## config.mk

```make
export PLATFORM = sky130hd
export DESIGN_NAME = dff_bank_arbiter
export DESIGN_NICKNAME = d
export VERILOG_FILES = /design/src/rtl/dff_bank_arbiter_pkg.sv /design/src/rtl/dff_bank_arbiter_rr_pick.sv /design/src/rtl/dff_bank_arbiter.sv
export SDC_FILE = /design/constraint.sdc
export NUM_CORES = 1
export LEC_CHECK = 0
export ABC_AREA = 0
export ABC_CLOCK_PERIOD_IN_PS = 1400
export BUFFER_PORTS_ARGS = -buffer_cell sky130_fd_sc_hd__buf_4
export CORE_UTILIZATION = 41
export CTS_BUF_LIST = sky130_fd_sc_hd__clkbuf_8
export CTS_CLUSTER_SIZE = 40
export DETAILED_ROUTE_END_ITERATION = 10
export PLACE_DENSITY = 0.76
export SKIP_CTS_REPAIR_TIMING = 1
export SLEW_MARGIN = 10
export SYNTH_ARGS = -nofsm -noshare
export SYNTH_HDL_FRONTEND = slang
export SYNTH_HIERARCHICAL = 1
export SYNTH_SLANG_ARGS = --single-unit
export TNS_END_PERCENT = 10
```

## constraint.sdc

```tcl
create_clock -name clk -period 1.4 [get_ports clk]
set_input_delay 0.28 -clock clk [delete_from_list [all_inputs] [get_ports clk]]
set_output_delay 0.28 -clock clk [all_outputs]
set_load 0.02 [all_outputs]
```

## src/rtl/dff_bank_arbiter_pkg.sv

```systemverilog
// Shared types and helpers for the dff_bank_arbiter block: FSM state encodings
// and the modulo-wrap index arithmetic used by the round-robin search.
package dff_bank_arbiter_pkg;

  typedef enum logic [1:0] {
    ST_IDLE   = 2'd0,
    ST_GRANT  = 2'd1,
    ST_COMMIT = 2'd2
  } state_t;

  localparam int unsigned MIN_REQ = 32'd2;
  localparam int unsigned MAX_REQ = 32'd8;

  // base + off reduced modulo n; off never exceeds n, so one subtraction suffices.
  function automatic int unsigned wrap_add(input int unsigned base,
                                           input int unsigned off,
                                           input int unsigned n);
    int unsigned s;
    s = base + off;
    return (s >= n) ? (s - n) : s;
  endfunction

endpackage

```

## src/rtl/dff_bank_arbiter_rr_pick.sv

```systemverilog
// Combinational round-robin search: first set request strictly after i_rr_ptr,
// wrapping at NUM_REQ. Shared by the IDLE and COMMIT arbitration points.
module rr_pick
  import dff_bank_arbiter_pkg::*;
#(
  parameter int NUM_REQ = 4,
  parameter int IDX_W   = $clog2(NUM_REQ)
) (
  input  logic [NUM_REQ-1:0] i_req,
  input  logic [IDX_W-1:0]   i_rr_ptr,
  output logic               o_any,
  output logic [IDX_W-1:0]   o_winner
);

  logic [IDX_W-1:0] w_idx;

  // Walk offsets from farthest to nearest so the nearest set request wins.
  always_comb begin
    o_any    = |i_req;
    o_winner = '0;
    w_idx    = '0;
    for (int unsigned off = NUM_REQ; off >= 32'd1; off--) begin
      w_idx    = IDX_W'(wrap_add(32'(i_rr_ptr), off, NUM_REQ));
      o_winner = i_req[w_idx] ? w_idx : o_winner;
    end
  end

endmodule

```

## src/rtl/dff_bank_arbiter.sv

```systemverilog
// Round-robin arbiter and load sequencer for one shared DATA_W-bit register:
// IDLE -> GRANT (one-hot gnt for one cycle) -> COMMIT (q loaded, q_valid pulse).
module dff_bank_arbiter
  import dff_bank_arbiter_pkg::*;
#(
  parameter int NUM_REQ = 4,
  parameter int DATA_W  = 8
) (
  input  logic                       clk,
  input  logic                       rst_n,
  input  logic [NUM_REQ-1:0]         req,
  input  logic [NUM_REQ*DATA_W-1:0]  wdata,
  output logic [NUM_REQ-1:0]         gnt,
  output logic [$clog2(NUM_REQ)-1:0] grant_id,
  output logic                       busy,
  output logic [DATA_W-1:0]          q,
  output logic                       q_valid
);

  localparam int IDX_W = $clog2(NUM_REQ);

  state_t             r_state;
  state_t             w_state_nxt;
  logic [NUM_REQ-1:0] r_gnt;
  logic [NUM_REQ-1:0] w_gnt_nxt;
  logic [IDX_W-1:0]   r_grant_id;
  logic [IDX_W-1:0]   w_grant_id_nxt;
  logic [IDX_W-1:0]   r_rr_ptr;
  logic [IDX_W-1:0]   w_rr_ptr_nxt;
  logic [DATA_W-1:0]  r_q;
  logic [DATA_W-1:0]  w_q_nxt;
  logic               r_q_valid;
  logic               w_q_valid_nxt;
  logic               r_busy;
  logic               w_busy_nxt;

  logic               w_any;
  logic [IDX_W-1:0]   w_winner;
  logic [NUM_REQ-1:0] w_winner_onehot;
  logic [DATA_W-1:0]  w_sel_data;

  rr_pick #(
    .NUM_REQ (NUM_REQ),
    .IDX_W   (IDX_W)
  ) u_rr_pick (
    .i_req    (req),
    .i_rr_ptr (r_rr_ptr),
    .o_any    (w_any),
    .o_winner (w_winner)
  );

  assign w_winner_onehot = NUM_REQ'(1'b1) << w_winner;

  // Write-data lane of the requester currently holding the grant.
  always_comb begin
    w_sel_data = '0;
    for (int i = 0; i < NUM_REQ; i++) begin
      w_sel_data = (r_grant_id == IDX_W'(i)) ? wdata[i*DATA_W +: DATA_W] : w_sel_data;
    end
  end

  // Next-state and next-output decode; rr_ptr only advances when a grant is issued.
  always_comb begin
    w_state_nxt    = r_state;
    w_gnt_nxt      = '0;
    w_grant_id_nxt = r_grant_id;
    w_rr_ptr_nxt   = r_rr_ptr;
    w_q_nxt        = r_q;
    w_q_valid_nxt  = 1'b0;
    case (r_state)
      ST_IDLE: begin
        if (w_any) begin
          w_state_nxt    = ST_GRANT;
          w_gnt_nxt      = w_winner_onehot;
          w_grant_id_nxt = w_winner;
          w_rr_ptr_nxt   = w_winner;
        end else begin
          w_state_nxt    = ST_IDLE;
        end
      end
      ST_GRANT: begin
        w_state_nxt   = ST_COMMIT;
        w_q_nxt       = w_sel_data;
        w_q_valid_nxt = 1'b1;
      end
      ST_COMMIT: begin
        if (w_any) begin
          w_state_nxt    = ST_GRANT;
          w_gnt_nxt      = w_winner_onehot;
          w_grant_id_nxt = w_winner;
          w_rr_ptr_nxt   = w_winner;
        end else begin
          w_state_nxt    = ST_IDLE;
        end
      end
      default: begin
        w_state_nxt = ST_IDLE;
      end
    endcase
    w_busy_nxt = (w_state_nxt == ST_GRANT) || (w_state_nxt == ST_COMMIT);
  end

  // State and output registers; reset discards any in-flight write.
  always_ff @(posedge clk or negedge rst_n) begin
    if (!rst_n) begin
      r_state    <= ST_IDLE;
      r_gnt      <= '0;
      r_grant_id <= '0;
      r_rr_ptr   <= IDX_W'(NUM_REQ - 1);
      r_q        <= '0;
      r_q_valid  <= 1'b0;
      r_busy     <= 1'b0;
    end else begin
      r_state    <= w_state_nxt;
      r_gnt      <= w_gnt_nxt;
      r_grant_id <= w_grant_id_nxt;
      r_rr_ptr   <= w_rr_ptr_nxt;
      r_q        <= w_q_nxt;
      r_q_valid  <= w_q_valid_nxt;
      r_busy     <= w_busy_nxt;
    end
  end

  assign gnt      = r_gnt;
  assign grant_id = r_grant_id;
  assign busy     = r_busy;
  assign q        = r_q;
  assign q_valid  = r_q_valid;

endmodule
```

* After elaboration in Yosys (flattened, before gate mapping)
Cells that the tools add are included.
Word-level totals: flip-flop bits (word level) 20, input port bits 38, output and inout bits 16, word-level logic and storage cells 62
Cells by class: $add $sub $neg 8, magnitude comparators 8, eq/ne operators 7, shift-type cells 1, mux-type cells 25, reduce and logical (&&, ||, !) cells 6
Operators with widths (number):
- $mux W8 | 4
- $mux W2 | 8
- $lt A2 B3 Y1 const B | 4
- $ge A3 B3 Y1 const B | 3
- $bmux W1 S2 | 4
- $eq A2 B2 Y1 const B | 4
- $mux W4 | 2
- $sub A2 B1 Y2 const B | 4
- $add A2 B2 Y3 const B | 2
- $eq A2 B1 Y1 const B | 3
- $mux W1 | 6
- $add A2 B3 Y4 const B | 1
- $ge A4 B3 Y1 const B | 1
- $logic_not A2 Y1 | 2
- $pmux W2 S2 | 1
- $reduce_or A4 Y1 | 1
- $shl A1 B2 Y4 const A | 1
- $add A2 B1 Y3 const B | 1
- $reduce_and A2 Y1 | 1
- $reduce_or A2 Y1 | 1
- $logic_or A1 B1 Y1 | 1

* Longest topological paths before layout
Gate-level depths: netlist (run 1).
depth in word-level cells 12, mapped depth 6, depth with buffers taken out 5

* By module
The synthesis (run 1) kept the hierarchy.
By module, submodules not included:
- dff_bank_arbiter | instances 1, cells an instance 51, area an instance 897.1 um2, seq. area each 478.0 um2
- rr_pick | instances 1, cells an instance 14, area an instance 91.3 um2, seq. area each 0.0 um2

* Worst setup path after synthesis (run 1)
OpenSTA, ideal clock, no wires.
path kind register to register, start reg r_grant_id[0] (netlist: grant_id[0]), end reg r_q[0] (netlist: q[0]), setup time 0.125 ns, data arrival time 1.379 ns, data required time 1.275 ns, slack -0.104 ns, cell stages (with the launch flop) 4, path buffers 1, clock period less this slack 1.504 ns, cells stage by stage dfrtp_1 > buf_6 > mux4_2 > mux2_4
Between the ends: longest elaborated chain between the ends 5, elaborated cells between the ends (all ways) 8, classes of those cells eq/ne: 3; mux: 4; reduce/logical: 1
Ends and longest elaborated chain:
- start, declared | RTL line dff_bank_arbiter.sv:26 | logic [IDX_W-1:0] r_grant_id;
- start signal, assigned | RTL line dff_bank_arbiter.sv:116 | r_grant_id <= w_grant_id_nxt;
- $logic_not A2 Y1 | RTL line dff_bank_arbiter.sv:58 | w_sel_data = (r_grant_id == IDX_W'(i)) ? wdata[i*DATA_W +: DATA_W] : w_sel_data;
- $mux W8 (3 in a row) | RTL line dff_bank_arbiter.sv:58
- $mux W8 (*) | RTL line dff_bank_arbiter.sv:58
- end signal, assigned | RTL line dff_bank_arbiter.sv:118 | r_q <= w_q_nxt;
- end, declared | RTL line dff_bank_arbiter.sv:30 | logic [DATA_W-1:0] r_q;
Mark *: on every way between the ends. The rest lies on a longest branch, timed or not. A chain may end at the register's enable or synchronous reset.

* Worst setup path in the final report (run 1)
start reg r_rr_ptr[1], end reg r_grant_id[0] (netlist: grant_id[0])
Between the ends: longest elaborated chain between the ends 9, elaborated cells between the ends (all ways) 28, classes of those cells add/sub: 8; order compare: 4; mux: 16
Ends and longest elaborated chain:
- start, declared | RTL line dff_bank_arbiter.sv:28 | logic [IDX_W-1:0] r_rr_ptr;
- start signal, assigned | RTL line dff_bank_arbiter.sv:109 | r_rr_ptr <= IDX_W'(NUM_REQ - 1);
- start signal, assigned | RTL line dff_bank_arbiter.sv:117 | r_rr_ptr <= w_rr_ptr_nxt;
- $add A2 B3 Y4 | RTL line dff_bank_arbiter_pkg.sv:19 | s = base + off;
- $ge A4 B3 Y1 or $sub A2 B1 Y2 (tied branches) | RTL line dff_bank_arbiter_pkg.sv:20 | return (s >= n) ? (s - n) : s;
- $mux W2 | RTL line dff_bank_arbiter_pkg.sv:20
- $bmux W1 S2 | RTL line dff_bank_arbiter_rr_pick.sv:24 | o_winner = i_req[w_idx] ? w_idx : o_winner;
- $mux W1 (not written as such) | RTL line dff_bank_arbiter_rr_pick.sv:24
- $mux W2 (3 in a row) | RTL line dff_bank_arbiter_rr_pick.sv:24
- $mux W2 (*) | RTL line dff_bank_arbiter_rr_pick.sv:24
- via w_winner[0] | RTL line dff_bank_arbiter.sv:38 | logic [IDX_W-1:0] w_winner;
Mark *: on every way through the listed nets, which the timed path passes. The rest lies on a longest branch. The select of a mux whose other input is x is not followed.

==> impl_metrics.sql, run 1 <==
INSERT INTO impl_metrics (metric_group, metric, value, unit) VALUES
('run_status', 'outcome', 'finished with violations', ''),
('run_status', 'violations', 'setup timing', ''),
('route', 'drt.antenna.violating_nets', '0', ''),
('cts', 'cts_htree_levels', '1', ''),
('grt', 'grt_pass1_wl', '3.118', 'mm'),
('power_and_ir_drop', 'vdd_ir_drop_max', '982.0', 'uV'),
('logic_synthesis', 'synth.largest_area_cell', 'dfrtp_1', ''),
('route', 'drt_first_pass_iters', '2', ''),
('route', 'wire_per_inst', '13.23', 'um'),
('cts', 'tritoncts', 'yes', ''),
('logic_synthesis', 'seq_area_frac_synth', '0.4835', ''),
('placement', 'placement.io_buffers', '53', ''),
('placement', 'estimated_wirelength_of_the_detail_placed_design', '1.519', 'mm'),
('logic_synthesis', 'synth_top_cells_by_count', '17 x dfrtp_1, 8 x mux2_4, 8 x mux4_2', ''),
('layout', 'finalInstanceArea', '1503', 'um2'),
('die', 'rows', '17', ''),
('die', 'dieWidth', '51.10', 'um'),
('logic_synthesis', 'netlist_area', '988.4', 'um2'),
('die', 'floorplan.io_pins', '54', ''),
('logic_synthesis', 'synth_async_sr_flop_share', '1.000', ''),
('die', 'initial_utilization', '0.4426', ''),
('sta', 'final_critical_delay_including_setup_and_external_delays', '1.442', 'ns'),
('route', 'routed_via_density', '5.013', ''),
('die', 'die_area', '2611', 'um2'),
('placement', 'gpl.final_weighted_congestion', '0.6941', ''),
('setup_path', 'worstSetupPathType', 'register to register', ''),
('run', 'maxCapViolCount', '0', ''),
('setup_path', 'critPathRequiredTime', '1.54', 'ns'),
('grt', 'grt_pass1_vias', '765', ''),
('sta', 'worst-slew-pin-transition', '0.2331', 'ns'),
('setup_path', 'worst_ep_arrival_time', '1.58', 'ns'),
('layout', 'num-nets-final', '162', ''),
('setup_path', 'setup.worst_path.end', 'grant_id[0]$_DFFE_PN0P_', ''),
('setup_path', 'setup.reg_to_reg.worst_slack', '-0.04', 'ns'),
('sta', 'rsz0062_at_grt', 'yes', ''),
('cts', 'tritoncts.num_buffers', '3', ''),
('logic_synthesis', 'synth.net_count', '103', ''),
('sta', 'timing.slew.headroom', '0.8415', ''),
('setup_path', 'timing.critical_path.from_type', 'register', ''),
('setup_path', 'timing.rr.start', 'r_rr_ptr[1]$_DFFE_PN1P_', ''),
('layout', 'antenna-diode-count', '0', ''),
('layout', 'share_of_cells_above_drive_strength_1', '0.7236', ''),
('sta', 'timing.clock.skew', '0.004580', 'ns'),
('cts', 'clock_sinks', '19', ''),
('layout', 'layout-area-overhead-vs-synth', '52.03', '%'),
('logic_synthesis', 'yosysMostFrequentCell', 'dfrtp_1', ''),
('cts', 'clockBufferDepth', '2', ''),
('logic_synthesis', 'synth_top_area_share', '0.4304', ''),
('sta', 'hold_violations', '0', ''),
('setup_path', 'worstReg2RegEnd', 'grant_id[0]$_DFFE_PN0P_', ''),
('sta', 'tns', '-0.1413', 'ns'),
('cts', 'later_pin_clock_latency_in_the_skew_report', '0.25', 'ns'),
('route', 'detailroute.via_count', '757', ''),
('logic_synthesis', 'synth_enable_flop_cells', '0', ''),
('logic_synthesis', 'yosys_warnings', '6', ''),
('setup_path', 'critPathCaptureType', 'register', ''),
('grt', 'groute.usage.overall', '0.1624', ''),
('setup_path', 'critPathMaxFanout', '7', ''),
('setup_path', 'launching_element_of_the_worst_setup_path', 'r_rr_ptr[1]$_DFFE_PN1P_', ''),
('sta', 'layout_worst_path_cycle_share', '1.030', ''),
('logic_synthesis', 'ys_top_cells_by_area', 'dfrtp_1 43%, mux4_2 18%, mux2_4 12%, dfstp_2 5.3%, mux2_2 4.6%', ''),
('die', 'die_y', '51.10', 'um'),
('setup_path', 'rr_worst_depth', '3', ''),
('power_and_ir_drop', 'power.static_leakage', '0.7197', 'nW'),
('placement', 'dpl_cell_area', '1413', 'um2'),
('logic_synthesis', 'syn_avg_cell_area', '15.21', 'um2'),
('sta', 'setup_ws', '-0.04177', 'ns'),
('grt', 'grt_max_degree', '20', ''),
('route', 'post-route-drc-count', '0', ''),
('sta', 'final-setup-viol-count', '10', ''),
('route', 'first_iter_violations', '5', '');
==> through the flow <==
stage,std cells,setup WS (ns),hold WS (ns),power [mW],util
6_report,151,-0.04177,0.4515,2.935,0.6728
5_1_grt,151,-0.08976,0.4667,3.116,0.6728
4_1_cts,148,-0.09517,-0.1055,2.866,0.6527
3_5_place_dp,144,-0.08628,0.1621,2.503,0.6325
3_3_place_gp,144,-0.05382,0.1605,2.471,0.6325
2_1_floorplan,65,-0.04825,-0.01559,2.019,-
==> registers in the layout, summed over array words and instances (netlist names) <==
register  cells
busy          1
gnt           4
grant_id      2
q             8
q_valid       1
r_rr_ptr      2
r_state       1
==> critical path, stage by stage (launching register included) <==
cell      delay, ns
dfstp_2        0.60
mux2i_2        0.29
o221ai_4       0.16
mux2_2         0.28
==> metal layers <==
layer / global-route usage / vias to the layer above / share of wire / wire [um]
li1: - / 355 / - / -
met1: 0.1868 / 373 / 0.41 / 829
met2: 0.2939 / 27 / 0.54 / 1078
met3: 0.02679 / 2 / 0.039 / 78
met4: 0.06944 / 0 / 0.0060 / 12
met5: 0 / - / 0 / 0
==> cell usage in the layout (no fill, tap or decap), types with 3 or more instances in the layout <==
master and count:
inv_1 3, mux2_4 8, clkbuf_8 3, buf_4 56, nand2b_1 4, dfrtp_1 15, mux2_2 4, mux4_2 8
==> power breakdown <==
group | switching [mW] | internal [mW] | total, mW | leakage, nW
clock network | 0.165 | 0.194 | 0.359 | 0.0269
logic | 0.640 | 0.927 | 1.57 | 0.468
registers | 0.200 | 0.810 | 1.01 | 0.225
==> worst min-delay path by stage <==
stage | startpoint | to | slack (ns) | cells after the start
finish | rst_n | grant_id[0]$_DFFE_PN0P_ | 0.45 | 2
global route | rst_n | q[1]$_DFFE_PN0P_ | 0.47 | 2
CTS | rst_n | q[1]$_DFFE_PN0P_ | -0.11 | 1
detailed placement | rst_n | q[1]$_DFFE_PN0P_ | 0.16 | 1
global placement | rst_n | q[1]$_DFFE_PN0P_ | 0.16 | 1
floorplan | rst_n | busy$_DFF_PN0_ | -0.02 | 0
==> layout make-up <==
cell class	count	area, um2	area share
well taps	28	35.03	0.02331
clock buffers	3	41.29	0.02748
clock inverters	1	3.754	0.002498
repair buffers	58	437.9	0.2914
inverters	2	7.507	0.004996
flip-flops and latches	19	480.5	0.3197
multi-input cells	40	496.7	0.3306
==> logic make-up (layout without fill, tap and decap cells) <==
kind of cell | count (synthesis) | in the layout | share of synthesized area
mux | 21 | 21 | 0.3595
flops | 19 | 19 | 0.4835
simple gates | 14 | 14 | 0.08355
buf+inv | 6 | 64 | 0.03291
compound gates | 5 | 5 | 0.04051
No activity file was read; power rests on OpenSTA's default activity.
==> run 2: changes to the inputs <==
- BUFFER_PORTS_ARGS: -buffer_cell sky130_fd_sc_hd__buf_4 -> -buffer_cell sky130_fd_sc_hd__buf_2
==> impl_metrics.sql, run 2 (same netlist as run 1, synthesis figures left out) <==
INSERT INTO impl_metrics (metric_group, metric, value, unit) VALUES
('setup_path', 'critPathMaxFanout', '5', ''),
('cts', 'cts_htree_levels', '1', ''),
('min_path', 'cell_depth_of_the_worst_min_delay_path', '3', ''),
('cts', 'later_pin_clock_latency_in_the_skew_report', '0.25', 'ns'),
('setup_path', 'crit_chain', 'buf_6 -> mux4_2 -> mux2_4', ''),
('setup_path', 'critPathCaptureType', 'register', ''),
('sta', 'rsz0062_at_grt', 'yes', ''),
('power_and_ir_drop', 'power.static_leakage', '0.6812', 'nW'),
('layout', 'antenna-diode-count', '0', ''),
('setup_path', 'rr_worst_depth', '3', ''),
('die', 'initial_utilization', '0.4426', ''),
('placement', 'place_ws', '-0.09610', 'ns'),
('setup_path', 'worst_ep_arrival_time', '1.58', 'ns'),
('sta', 'timing.slew.headroom', '0.7312', ''),
('setup_path', 'timing.rr.start', 'grant_id[0]$_DFFE_PN0P_', ''),
('die', 'core-area', '2233', 'um2'),
('power_and_ir_drop', 'vdd_ir_drop_max', '1078', 'uV'),
('route', 'wire_per_inst', '14.85', 'um'),
('sta', 'hold_violations', '0', ''),
('layout', 'multi_input_comb_area', '510.5', 'um2'),
('setup_path', 'delay_contributed_by_the_slowest_stage_of_the_critical_path', '0.51', 'ns'),
('layout', 'num-nets-final', '162', ''),
('sta', 'worst-slew-pin-transition', '0.4032', 'ns'),
('die', 'floorplan.io_pins', '54', ''),
('layout', 'final_common_cell', 'buf_2', ''),
('layout', 'final_core_utilization', '0.6224', ''),
('setup_path', 'critPathSlowestCell', 'mux4_2', ''),
('grt', 'grt_pass1_vias', '818', ''),
('route', 'drt.antenna.violating_nets', '0', ''),
('layout', 'layout-area-overhead-vs-synth', '40.63', '%'),
('grt', 'groute.usage.overall', '0.1827', ''),
('setup_path', 'timing.critical_path.from_type', 'register', ''),
('setup_path', 'launching_element_of_the_worst_setup_path', 'grant_id[0]$_DFFE_PN0P_', ''),
('route', 'drt_first_pass_iters', '4', ''),
('setup_path', 'worstReg2RegEnd', 'q[5]$_DFFE_PN0P_', ''),
('min_path', 'worst_hold_path_type', 'input pin to register', ''),
('setup_path', 'critPathRequiredTime', '1.54', 'ns'),
('route', 'detailroute.via_count', '787', ''),
('layout', 'fill_cells', '194', ''),
('layout', 'largest_register_ffs', '8', ''),
('run_status', 'outcome', 'finished with violations', ''),
('layout', 'seqCellArea', '483.0', 'um2'),
('grt', 'grt_overflow', '0', ''),
('run', 'maxCapViolCount', '0', ''),
('placement', 'placement.io_buffers', '53', ''),
('cts', 'tritoncts', 'yes', ''),
('sta', 'timing.clock.skew', '0.001916', 'ns'),
('sta', 'timing_max_transition_violations_final', '0', ''),
('cts', 'clkTransAtPathRegs', '0.07', 'ns'),
('sta', 'layout_worst_path_cycle_share', '1.029', ''),
('placement', 'gpl.final_weighted_congestion', '0.7495', ''),
('setup_path', 'setup.reg_to_reg.worst_slack', '-0.04', 'ns'),
('grt', 'grt_max_degree', '20', ''),
('route', 'first_iter_violations', '11', ''),
('cts', 'cts_root_buf', 'clkbuf_8', ''),
('layout', 'share_of_cells_above_drive_strength_1', '0.7317', ''),
('die', 'die_area', '2611', 'um2'),
('cts', 'clockBufferDepth', '2', ''),
('sta', 'final-setup-viol-count', '11', ''),
('setup_path', 'setup.worst_path.end', 'q[5]$_DFFE_PN0P_', ''),
('power_and_ir_drop', 'pwr_density_cell', '2070', 'nW/um2'),
('sta', 'setup_ws', '-0.04056', 'ns'),
('grt', 'grt_pass1_wl', '3.422', 'mm'),
('sta', 'timing.fmax', '694.2', 'MHz'),
('die', 'die_y', '51.10', 'um'),
('placement', 'estimated_wirelength_of_the_detail_placed_design', '1.681', 'mm'),
('cts', 'tritoncts.num_buffers', '3', ''),
('route', 'routed_wl', '2.243', 'mm'),
('route', 'routed_via_density', '5.212', ''),
('layout', 'most-common-layout-cells', '53 x buf_2, 15 x dfrtp_1, 8 x mux4_2, 8 x mux2_4', ''),
('cts', 'clock_sinks', '19', ''),
('die', 'rows', '17', ''),
('grt', 'antenna_found_initial', '0', ''),
('run_status', 'violations', 'setup timing', ''),
('route', 'post-route-drc-count', '0', ''),
('setup_path', 'worstSetupPathType', 'register to register', ''),
('die', 'dieWidth', '51.10', 'um'),
('sta', 'final_critical_delay_including_setup_and_external_delays', '1.441', 'ns');
-- run 2: layout make-up --
cell class / instances / share of cell area
multi-input cells: 40 / 0.3672
flip-flops and latches: 19 / 0.3474
repair buffers: 58 / 0.2223
clock buffers: 3 / 0.02970
well taps: 28 / 0.02520
inverters: 2 / 0.005401
clock inverters: 1 / 0.002700
-- run 2: worst min path at each step --
stage / slack, ns / endpoint / start
final: 0.47 / q[3]$_DFFE_PN0P_ / wdata[27]
after floorplan: -0.02 / busy$_DFF_PN0_ / rst_n
after CTS: -0.04 / q[1]$_DFFE_PN0P_ / rst_n
after detailed placement: 0.24 / q[1]$_DFFE_PN0P_ / rst_n
after global placement: 0.23 / q[2]$_DFFE_PN0P_ / rst_n
after global routing: 0.46 / q[6]$_DFFE_PN0P_ / wdata[6]
-- run 2: worst max-delay path, delay by kind of cell, from the launching register on --
family | cells | cell delay [ns]
DFF | 1 | 0.41
buffers and inverters | 1 | 0.13
muxes | 2 | 0.78
-- run 2: layer usage --
layer | up-vias | wire (um) | GRT usage
met5 | - | 0 | 0
li1 | 357 | - | -
met1 | 386 | 798 | 0.1845
met2 | 38 | 1265 | 0.3355
met3 | 6 | 135 | 0.04464
met4 | 0 | 43 | 0.1065
-- run 2: metrics by stage --
step	hold slack, ns	std cells	area, um2	power, mW	TNS, ns
after floorplan	-0.01559	65	991.0	2.019	-0.3860
after global placement	0.2262	144	1280	2.308	-0.2848
after detailed placement	0.2381	144	1280	2.383	-0.6508
after CTS	-0.04278	148	1325	2.755	-0.7354
after global routing	0.4635	151	1390	3.072	-0.9234
final	0.4659	151	1390	2.878	-0.2610
-- run 2: report_power, final --
part	total, mW	switching (mW)	leakage (nW)	internal [mW]
clock	0.370	0.175	0.0269	0.195
combinational	1.49	0.671	0.430	0.818
sequential	1.02	0.203	0.225	0.816
==> run 3: changes to the inputs <==
- SKIP_LAST_GASP: unset -> 1
- SYNTH_HIERARCHICAL: 1 -> unset
==> impl_metrics.sql, run 3 <==
INSERT INTO impl_metrics (metric_group, metric, value, unit) VALUES
('logic_synthesis', 'yosysMostFrequentCell', 'dfrtp_1', ''),
('cts', 'later_pin_clock_latency_in_the_skew_report', '0.25', 'ns'),
('die', 'core-area', '2276', 'um2'),
('setup_path', 'critPathMaxFanout', '10', ''),
('placement', 'placed_cells_incl_taps', '147', ''),
('run_status', 'outcome', 'finished with violations', ''),
('cts', 'cts_root_buf', 'clkbuf_8', ''),
('die', 'dieWidth', '51.81', 'um'),
('die', 'die_y', '51.81', 'um'),
('route', 'met2RoutedLength', '1.399', 'mm'),
('cts', 'clock_sinks', '19', ''),
('setup_path', 'critPathCaptureType', 'register', ''),
('logic_synthesis', 'synth_async_sr_flop_share', '1.000', ''),
('grt', 'grt_pass1_wl', '3.532', 'mm'),
('power_and_ir_drop', 'power.static_leakage', '0.6780', 'nW'),
('sta', 'timing.clock.skew', '0.003372', 'ns'),
('setup_path', 'worstSetupPathType', 'register to register', ''),
('die', 'floorplan.io_pins', '54', ''),
('sta', 'final_critical_delay_including_setup_and_external_delays', '1.410', 'ns'),
('power_and_ir_drop', 'power.total', '2.807', 'mW'),
('setup_path', 'critPathRequiredTime', '1.54', 'ns'),
('setup_path', 'worstReg2RegEnd', 'q[5]$_DFFE_PN0P_', ''),
('setup_path', 'timing.rr.start', 'grant_id[0]$_DFFE_PN0P_', ''),
('grt', 'grt_max_degree', '20', ''),
('layout', 'antenna-diode-count', '0', ''),
('grt', 'grt_pass1_vias', '788', ''),
('route', 'routed_via_density', '5.497', ''),
('setup_path', 'worst_ep_arrival_time', '1.55', 'ns'),
('cts', 'tritoncts', 'yes', ''),
('run', 'maxCapViolCount', '0', ''),
('sta', 'setup_ws', '-0.01033', 'ns'),
('run_status', 'violations', 'setup timing', ''),
('route', 'drt_first_pass_iters', '2', ''),
('sta', 'rsz0062_at_grt', 'yes', ''),
('logic_synthesis', 'yosys_warnings', '0', ''),
('cts', 'tritoncts.num_buffers', '3', ''),
('cts', 'clockBufferDepth', '2', ''),
('logic_synthesis', 'syn_avg_cell_area', '15.41', 'um2'),
('sta', 'timing.fmax', '709.1', 'MHz'),
('route', 'wire_per_inst', '16.04', 'um'),
('layout', 'share_of_cells_above_drive_strength_1', '0.6960', ''),
('sta', 'hold_violations', '0', ''),
('min_path', 'worst_hold_path_type', 'input pin to register', ''),
('sta', 'worst_hold_margin', '0.4100', 'ns'),
('power_and_ir_drop', 'pwr_density_cell', '2009', 'nW/um2'),
('logic_synthesis', 'synth_flop_cell', 'dfrtp_1', ''),
('placement', 'placement.io_buffers', '53', ''),
('layout', 'fill_cells', '166', ''),
('setup_path', 'delay_contributed_by_the_slowest_stage_of_the_critical_path', '0.51', 'ns'),
('route', 'met1_length', '940', 'um'),
('route', 'routed_wl', '2.454', 'mm'),
('logic_synthesis', 'synth_top_area_share', '0.4182', ''),
('setup_path', 'critPathSlowestCell', 'mux4_2', ''),
('layout', 'seqCellArea', '479.2', 'um2'),
('sta', 'layout_worst_path_cycle_share', '1.007', ''),
('min_path', 'cell_depth_of_the_worst_min_delay_path', '3', ''),
('layout', 'final_core_utilization', '0.6141', ''),
('logic_synthesis', 'post_synth_num_cell_types', '27', ''),
('placement', 'gpl.final_weighted_congestion', '0.7056', ''),
('route', 'post-route-drc-count', '0', ''),
('logic_synthesis', 'synth_enable_flop_cells', '0', ''),
('grt', 'groute.usage.overall', '0.1787', ''),
('route', 'first_iter_violations', '12', ''),
('layout', 'num-nets-final', '164', ''),
('logic_synthesis', 'synth.largest_area_cell', 'dfrtp_1', ''),
('route', 'met3RoutedLength', '83', 'um'),
('sta', 'timing.slew.headroom', '0.7182', ''),
('logic_synthesis', 'synth.net_count', '104', ''),
('layout', 'layout-area-overhead-vs-synth', '37.39', '%'),
('sta', 'worst-slew-pin-transition', '0.4226', 'ns'),
('logic_synthesis', 'postSynthCellCount', '66', ''),
('cts', 'clkTransAtPathRegs', '0.08', 'ns'),
('die', 'die_area', '2684', 'um2'),
('sta', 'timing_max_transition_violations_final', '0', ''),
('setup_path', 'setup.reg_to_reg.worst_slack', '-0.01', 'ns'),
('layout', 'final_common_cell', 'buf_2', ''),
('setup_path', 'rr_worst_depth', '3', ''),
('route', 'drt.antenna.violating_nets', '0', ''),
('logic_synthesis', 'ys_seq_elements', '19', ''),
('layout', 'multi_input_comb_area', '515.5', 'um2'),
('logic_synthesis', 'synth_top_cells_by_count', '17 x dfrtp_1, 8 x mux2_4, 8 x mux4_2', ''),
('die', 'rows', '17', ''),
('sta', 'tns', '-0.02294', 'ns'),
('grt', 'antenna_found_initial', '0', ''),
('route', 'highest_signal_layer_in_the_routed_design', 'met4', ''),
('route', 'detailroute.via_count', '841', ''),
('setup_path', 'timing.critical_path.from_type', 'register', ''),
('logic_synthesis', 'ys_top_cells_by_area', 'dfrtp_1 42%, mux4_2 18%, mux2_4 12%, dfstp_2 5.2%, a211oi_2 2.5%', ''),
('power_and_ir_drop', 'vdd_ir_drop_max', '1255', 'uV'),
('layout', 'finish.cell_count_without_fillers', '153', ''),
('min_path', 'timing.hold.worst.start', 'req[2]', ''),
('die', 'initial_utilization', '0.4469', ''),
('placement', 'estimated_wirelength_of_the_detail_placed_design', '1.801', 'mm'),
('min_path', 'hold_end', 'gnt[1]$_DFF_PN0_', ''),
('logic_synthesis', 'netlist_area', '1017', 'um2'),
('sta', 'final-setup-viol-count', '3', ''),
('setup_path', 'launching_element_of_the_worst_setup_path', 'grant_id[0]$_DFFE_PN0P_', ''),
('setup_path', 'crit_chain', 'buf_12 -> mux4_2 -> mux2_4', ''),
('layout', 'most-common-layout-cells', '53 x buf_2, 16 x dfrtp_1, 8 x mux4_2, 8 x mux2_4', ''),
('grt', 'grt_overflow', '0', ''),
('layout', 'largest_register_ffs', '8', ''),
('logic_synthesis', 'seq_area_frac_synth', '0.4699', ''),
('cts', 'cts_htree_levels', '1', '');
-- run 3: final cells by class --
class                      instances  share of cell area
clock inverter                     1            0.003581
tap                               28             0.02507
multi-input combinational         43              0.3688
inverter                           1            0.002686
timing repair buffer              58              0.2274
sequential                        19              0.3429
clock buffer                       3             0.02954
-- run 3: worst max path at each step --
stage	to	slack, ns	depth (start not counted)
floorplan	q[0]$_DFFE_PN0P_	-0.04	3
global placement	q[4]$_DFFE_PN0P_	-0.05	2
detailed placement	q[5]$_DFFE_PN0P_	-0.08	2
CTS	q[5]$_DFFE_PN0P_	-0.09	2
global route	q[5]$_DFFE_PN0P_	-0.04	3
finish	q[5]$_DFFE_PN0P_	-0.01	3
-- run 3: cells by family after synthesis --
family,share of synthesized area
flip-flops,0.4699
multiplexers,0.3050
AND/OR/NAND/NOR,0.1070
AO/OA/AOI/OAI,0.09472
buffers and inverters,0.02336
-- run 3: stage by stage --
stage	area (um2)	setup slack, ns
floorplan	1023	-0.04060
global placement	1321	-0.05186
detailed placement	1321	-0.08141
CTS	1368	-0.09187
global route	1398	-0.03722
finish	1398	-0.01033
-- run 3: critical path: cells and delay by family, from the launching register on --
kind / cells / cell delay [ns]
buffers and inverters: 1 / 0.14
flip-flops: 1 / 0.38
multiplexers: 2 / 0.78
-- run 3: power by group --
group          internal, mW  switching (mW)
clock network         0.198           0.189
registers             0.796           0.186
logic                 0.777           0.663
-- run 3: metal layers --
| layer | global-route usage | up-vias |
|---|---|---|
| li1 | - | 378 |
| met1 | 0.2201 | 431 |
| met2 | 0.3398 | 28 |
| met3 | 0.02632 | 4 |
| met4 | 0.01351 | 0 |
| met5 | 0 | - |
